[src/rtl/mistral_ff_bank_arbiter.sv]
// rtl/mistral_ff_bank_arbiter.sv - round-robin arbiter sequencing one MISTRAL_FF register bank
module mistral_ff_bank_arbiter #(
    parameter int NREQ  = 4,
    parameter int WIDTH = 8
) (
    input  logic                    CLK,
    input  logic                    ACLR,
    input  logic [NREQ-1:0]         REQ,
    input  logic [2*NREQ-1:0]       OP,
    input  logic [WIDTH*NREQ-1:0]   WDATA,
    input  logic [WIDTH-1:0]        DATAIN,
    output logic [NREQ-1:0]         GNT,
    output logic [NREQ-1:0]         DONE,
    output logic                    ENA,
    output logic                    SCLR,
    output logic                    SLOAD,
    output logic [WIDTH-1:0]        SDATA,
    output logic [WIDTH-1:0]        Q,
    output logic                    BUSY
);

    localparam int PW = (NREQ > 1) ? $clog2(NREQ) : 1;

    localparam logic [1:0] OP_CAPTURE = 2'b00;
    localparam logic [1:0] OP_LOAD    = 2'b01;
    localparam logic [1:0] OP_CLEAR   = 2'b10;

    typedef enum logic [1:0] {
        IDLE  = 2'd0,
        APPLY = 2'd1,
        ACK   = 2'd2
    } state_t;

    state_t            state_q, state_d;
    logic [PW-1:0]     ptr_q, ptr_d;
    logic [PW-1:0]     win_q, win_d;
    logic [NREQ-1:0]   gnt_q, gnt_d;
    logic [NREQ-1:0]   done_q, done_d;
    logic              ena_q, ena_d;
    logic              sclr_q, sclr_d;
    logic              sload_q, sload_d;
    logic [WIDTH-1:0]  sdata_q, sdata_d;
    logic [WIDTH-1:0]  q_q, q_d;
    logic              busy_q, busy_d;

    logic              found;
    logic [PW-1:0]     win_idx;
    logic [PW-1:0]     cand;
    logic [1:0]        win_op;
    logic [WIDTH-1:0]  win_wdata;

    // Search upward from the pointer, wrapping at NREQ; first set REQ wins.
    always_comb begin
        found   = 1'b0;
        win_idx = '0;
        cand    = '0;
        for (int i = 0; i < NREQ; i++) begin
            cand = PW'((int'(ptr_q) + i) % NREQ);
            if (!found && REQ[cand]) begin
                found   = 1'b1;
                win_idx = cand;
            end
        end
        win_op    = 2'(OP >> (2 * win_idx));
        win_wdata = WIDTH'(WDATA >> (WIDTH * win_idx));
    end

    always_comb begin
        state_d = state_q;
        ptr_d   = ptr_q;
        win_d   = win_q;
        gnt_d   = gnt_q;
        done_d  = '0;
        ena_d   = 1'b0;
        sclr_d  = 1'b0;
        sload_d = 1'b0;
        sdata_d = '0;
        q_d     = q_q;

        // Shadow bank mirrors LE flop priority: SCLR over SLOAD over D.
        if (ena_q) begin
            if (sclr_q) begin
                q_d = '0;
            end else if (sload_q) begin
                q_d = sdata_q;
            end else begin
                q_d = DATAIN;
            end
        end

        case (state_q)
            IDLE: begin
                gnt_d = '0;
                if (found) begin
                    win_d   = win_idx;
                    gnt_d   = NREQ'(1) << win_idx;
                    state_d = APPLY;
                    case (win_op)
                        OP_CAPTURE: ena_d = 1'b1;
                        OP_LOAD: begin
                            ena_d   = 1'b1;
                            sload_d = 1'b1;
                            sdata_d = win_wdata;
                        end
                        OP_CLEAR: begin
                            ena_d  = 1'b1;
                            sclr_d = 1'b1;
                        end
                        default: ;
                    endcase
                end
            end
            APPLY: begin
                done_d  = NREQ'(1) << win_q;
                state_d = ACK;
            end
            ACK: begin
                ptr_d   = (win_q == PW'(NREQ - 1)) ? '0 : win_q + 1'b1;
                gnt_d   = '0;
                state_d = IDLE;
            end
            default: begin
                gnt_d   = '0;
                state_d = IDLE;
            end
        endcase

        busy_d = (state_d != IDLE);
    end

    always_ff @(posedge CLK or posedge ACLR) begin
        if (ACLR) begin
            state_q <= IDLE;
            ptr_q   <= '0;
            win_q   <= '0;
            gnt_q   <= '0;
            done_q  <= '0;
            ena_q   <= 1'b0;
            sclr_q  <= 1'b0;
            sload_q <= 1'b0;
            sdata_q <= '0;
            q_q     <= '0;
            busy_q  <= 1'b0;
        end else begin
            state_q <= state_d;
            ptr_q   <= ptr_d;
            win_q   <= win_d;
            gnt_q   <= gnt_d;
            done_q  <= done_d;
            ena_q   <= ena_d;
            sclr_q  <= sclr_d;
            sload_q <= sload_d;
            sdata_q <= sdata_d;
            q_q     <= q_d;
            busy_q  <= busy_d;
        end
    end

    assign GNT   = gnt_q;
    assign DONE  = done_q;
    assign ENA   = ena_q;
    assign SCLR  = sclr_q;
    assign SLOAD = sload_q;
    assign SDATA = sdata_q;
    assign Q     = q_q;
    assign BUSY  = busy_q;

endmodule

[config.mk]
export PLATFORM = sky130hd
export DESIGN_NAME = mistral_ff_bank_arbiter
export DESIGN_NICKNAME = d
export VERILOG_FILES = /design/src/rtl/mistral_ff_bank_arbiter.sv
export SDC_FILE = /design/constraint.sdc
export NUM_CORES = 1
export LEC_CHECK = 0
export ABC_AREA = 1
export ABC_CLOCK_PERIOD_IN_PS = 2550
export CAP_MARGIN = 20
export CORE_MARGIN = 2
export CORE_UTILIZATION = 44
export DETAILED_ROUTE_END_ITERATION = 6
export PLACE_DENSITY = 0.81
export SYNTH_ARGS = -nofsm -noshare
export SYNTH_HDL_FRONTEND = slang
export SYNTH_SLANG_ARGS = --single-unit
[constraint.sdc]
create_clock -name CLK -period 2.55 [get_ports CLK]
set_clock_uncertainty 0.15 [all_clocks]
set_input_delay 0.255 -clock CLK [delete_from_list [all_inputs] [get_ports CLK]]
set_output_delay 0.255 -clock CLK [all_outputs]
set_load 0.02 [all_outputs]
==> results.tsv <==
stage	metric	value	unit
outcome	status	finished clean	
cts	CTS tree	yes	
floorplan	Core Area	0.00463	mm^2
grt	grt ovf	0	
layout	Layout Utilization	65.4	%
cts	Post-CTS Hold Fix Bufs	0	
grt	GRT Util Overall	19.6	%
layout	n_diodes	0	
placed_design	PortBufs	81	
routing	DRT iter0 DRCs	103	
sta	Final TNS setup	0	ns
critical_path	startpoint types	register	
routing	DR DRC count	0	
layout	P&R area growth vs syn	45.2	%
grt	vias in the first global route	1851	
placed_design	Cell Count Post-Placement	416	
sta	Worst-Margin Slew	0.433	ns
layout	most frequent cells in the layout	105 x nand2_1, 81 x clkdlybuf4s50_1, 33 x dfrtp_1	
critical_path	R2R depth	15	
layout	Fillers	387	
synth	Seq/Total Area, Yosys	40.8	%
sta	relative slew slack	71.0	%
synth	syn_area_per_cell	7.37	um^2
floorplan	Chip Height	72.8	um
routing	vias per cell	4.78	
sta	Final min period	2.27	ns
routing	post-route ant nets	0	
grt	initial antenna violation count	0	
placed_design	routability cong.	0.870	
floorplan	Die Wd	72.8	um
sta	unrepaired setup endpoints after global routing	false	
cts	H-tree depth	2	
job	maxcap violations	0	
critical_path	Critical Path Sink Type	register	
synth	Synth cell types	23	
layout	share of cells above drive strength 1	13.6	%
critical_path	FF-to-FF setup slack	0.28	ns
pwr	P_leak	0.00152	uW
layout	final non-filler cell total	422	
routing	DR vias	2017	
grt	largest net degree at the start of global routing	35	
floorplan	# rows	25	
cts	postcts setup bufs	0	
sta	final hold vios	0	
sta	FMAX	441	MHz
floorplan	Initial Util	45.0	%
critical_path	crit path DAT	2.28	ns
cts	CTS max path bufs	2	
cts	Num CTS Buffers	5	
layout	leading cell type in the layout, fill and taps excluded	nand2_1	
routing	Routed WL	4920	um
synth	Post-Syn Area	0.00208	mm^2
critical_path	FF-to-FF End	SDATA[2]$_DFF_PP0_	
floorplan	Die ar.	0.00530	mm^2
cts	Sink Count	34	
routing	Routed WL per cell	11.7	um
sta	setup violators final	0	
pwr	worst-case vdd ir drop	0.844	mV
layout	# nets final	427	
cts	Clock Latency Late Sink	0.28	ns
critical_path	Setup Crit Path Kind	reg2reg	
synth	yosys warns	0	
cts	clock slew at reported path FFs	0.06	ns
cts	root buffer cell	clkbuf_8	
synth	FF+latch count, synth	34	
routing	DRT Pass-1 Iters	4	
sta	Final Max Tran Viols	0	
cts	post-CTS sizing	0	
grt	first-pass GRT wire length	8200	um
synth	syn nets	341	
pwr	Power per Cell Area	1380	mW/mm^2
floorplan	Top-Level Pins	82	
worst_hold_path	min-delay worst type	in2async	
critical_path	Req. time, crit path	2.56	ns
synth	Cells after Synth	283	
placed_design	Post-DP HPWL	3800	um
sta	final period utilization	88.9	%
critical_path	r2r startpoint	ptr_q[0]$_DFFE_PP0N_	
critical_path	maximum fanout along the worst path	18	
==> per-layer routing <==
metal	GRT usage [%]	up-vias	part of all wire [%]
met5	0	-	0
met4	8.23	0	3.2
met3	4.97	16	5.8
met2	30.5	72	46
met1	26.0	880	45
li1	-	1049	-
==> area by class of cell <==
| type | instances | area [um^2] | area share (%) |
|---|---|---|---|
| multi-input combinational | 206 | 1040 | 34.2 |
| inverter | 37 | 148 | 4.88 |
| sequential | 34 | 852 | 28.2 |
| tap | 54 | 67.6 | 2.23 |
| clock buffer | 6 | 82.6 | 2.73 |
| timing repair buffer | 85 | 841 | 27.8 |
==> worst max-delay path: stages, from the launching register on <==
cell      delay [ns]
dfrtp_2         0.49
buf_4           0.17
nand2_1         0.06
nand2_1         0.06
nand2_1         0.07
nand2_1         0.05
nand2_1         0.09
nand3_2         0.14
nand3_4         0.18
clkinv_2        0.23
nand2_1         0.14
nand2_1         0.07
nand2_1         0.07
nand3_1         0.07
inv_1           0.07
nor2_2          0.04
==> cell usage after synthesis, drive strengths merged <==
library cell | n | share of area [%]
o21ai | 23 | 5.7
ha | 4 | 2.4
o31ai | 1 | 0.36
dfrtp | 34 | 41
nor2 | 25 | 6.2
a32o | 1 | 0.48
buf | 6 | 2.5
nand3 | 25 | 8.5
clkinv | 2 | 0.36
nand4 | 5 | 1.5
inv | 35 | 6.7
nand2 | 122 | 24
==> cells by family after synthesis <==
kind of cell | share of synthesized area, %
flip-flops | 40.8
adder cells (fa/ha/maj) | 2.40
AND/OR/NAND/NOR | 40.8
buffers and inverters | 9.48
AO/OA/AOI/OAI | 6.54
==> stage by stage <==
step	worst slack, ns	hold slack [ns]	total power (uW)	area [um^2]
after CTS	0.180	0.231	4200	3020
after global placement	0.150	0.314	3730	2940
after detailed placement	0.136	0.327	3800	2940
after global routing	0.0507	0.268	4620	3030
after floorplan	0.593	0.247	3100	2080
final	0.283	0.219	4180	3030
==> sequential cells by signal, indices dropped and copies added, names as in the netlist <==
| signal | flops |
|---|---|
| DONE | 4 |
| win_q | 2 |
| state_q | 2 |
| Q | 8 |
| SLOAD | 1 |
| SCLR | 1 |
| BUSY | 1 |
| GNT | 4 |
| ptr_q | 2 |
| ENA | 1 |
| SDATA | 8 |
==> power breakdown <==
group | total (uW) | internal, uW | leakage [uW] | switching [uW]
Combinational | 2900 | 1060 | 0.00103 | 1850
Clock | 375 | 208 | 0.0000431 | 167
Sequential | 902 | 757 | 0.000443 | 145
Total | 4180 | 2020 | 0.00152 | 2160
==> how the worst max path moves through the flow <==
stage	startpoint	endpoint	slack, ns
final	ptr_q[0]$_DFFE_PP0N_	SDATA[2]$_DFF_PP0_	0.28
after floorplan	ptr_q[0]$_DFFE_PP0N_	SDATA[0]$_DFF_PP0_	0.59
after detailed placement	REQ[1]	SDATA[5]$_DFF_PP0_	0.14
after global routing	ptr_q[1]$_DFFE_PP0N_	SDATA[2]$_DFF_PP0_	0.05
after global placement	REQ[1]	SDATA[5]$_DFF_PP0_	0.15
after CTS	ptr_q[0]$_DFFE_PP0N_	SDATA[2]$_DFF_PP0_	0.18
No activity file was read; power rests on OpenSTA's default activity.
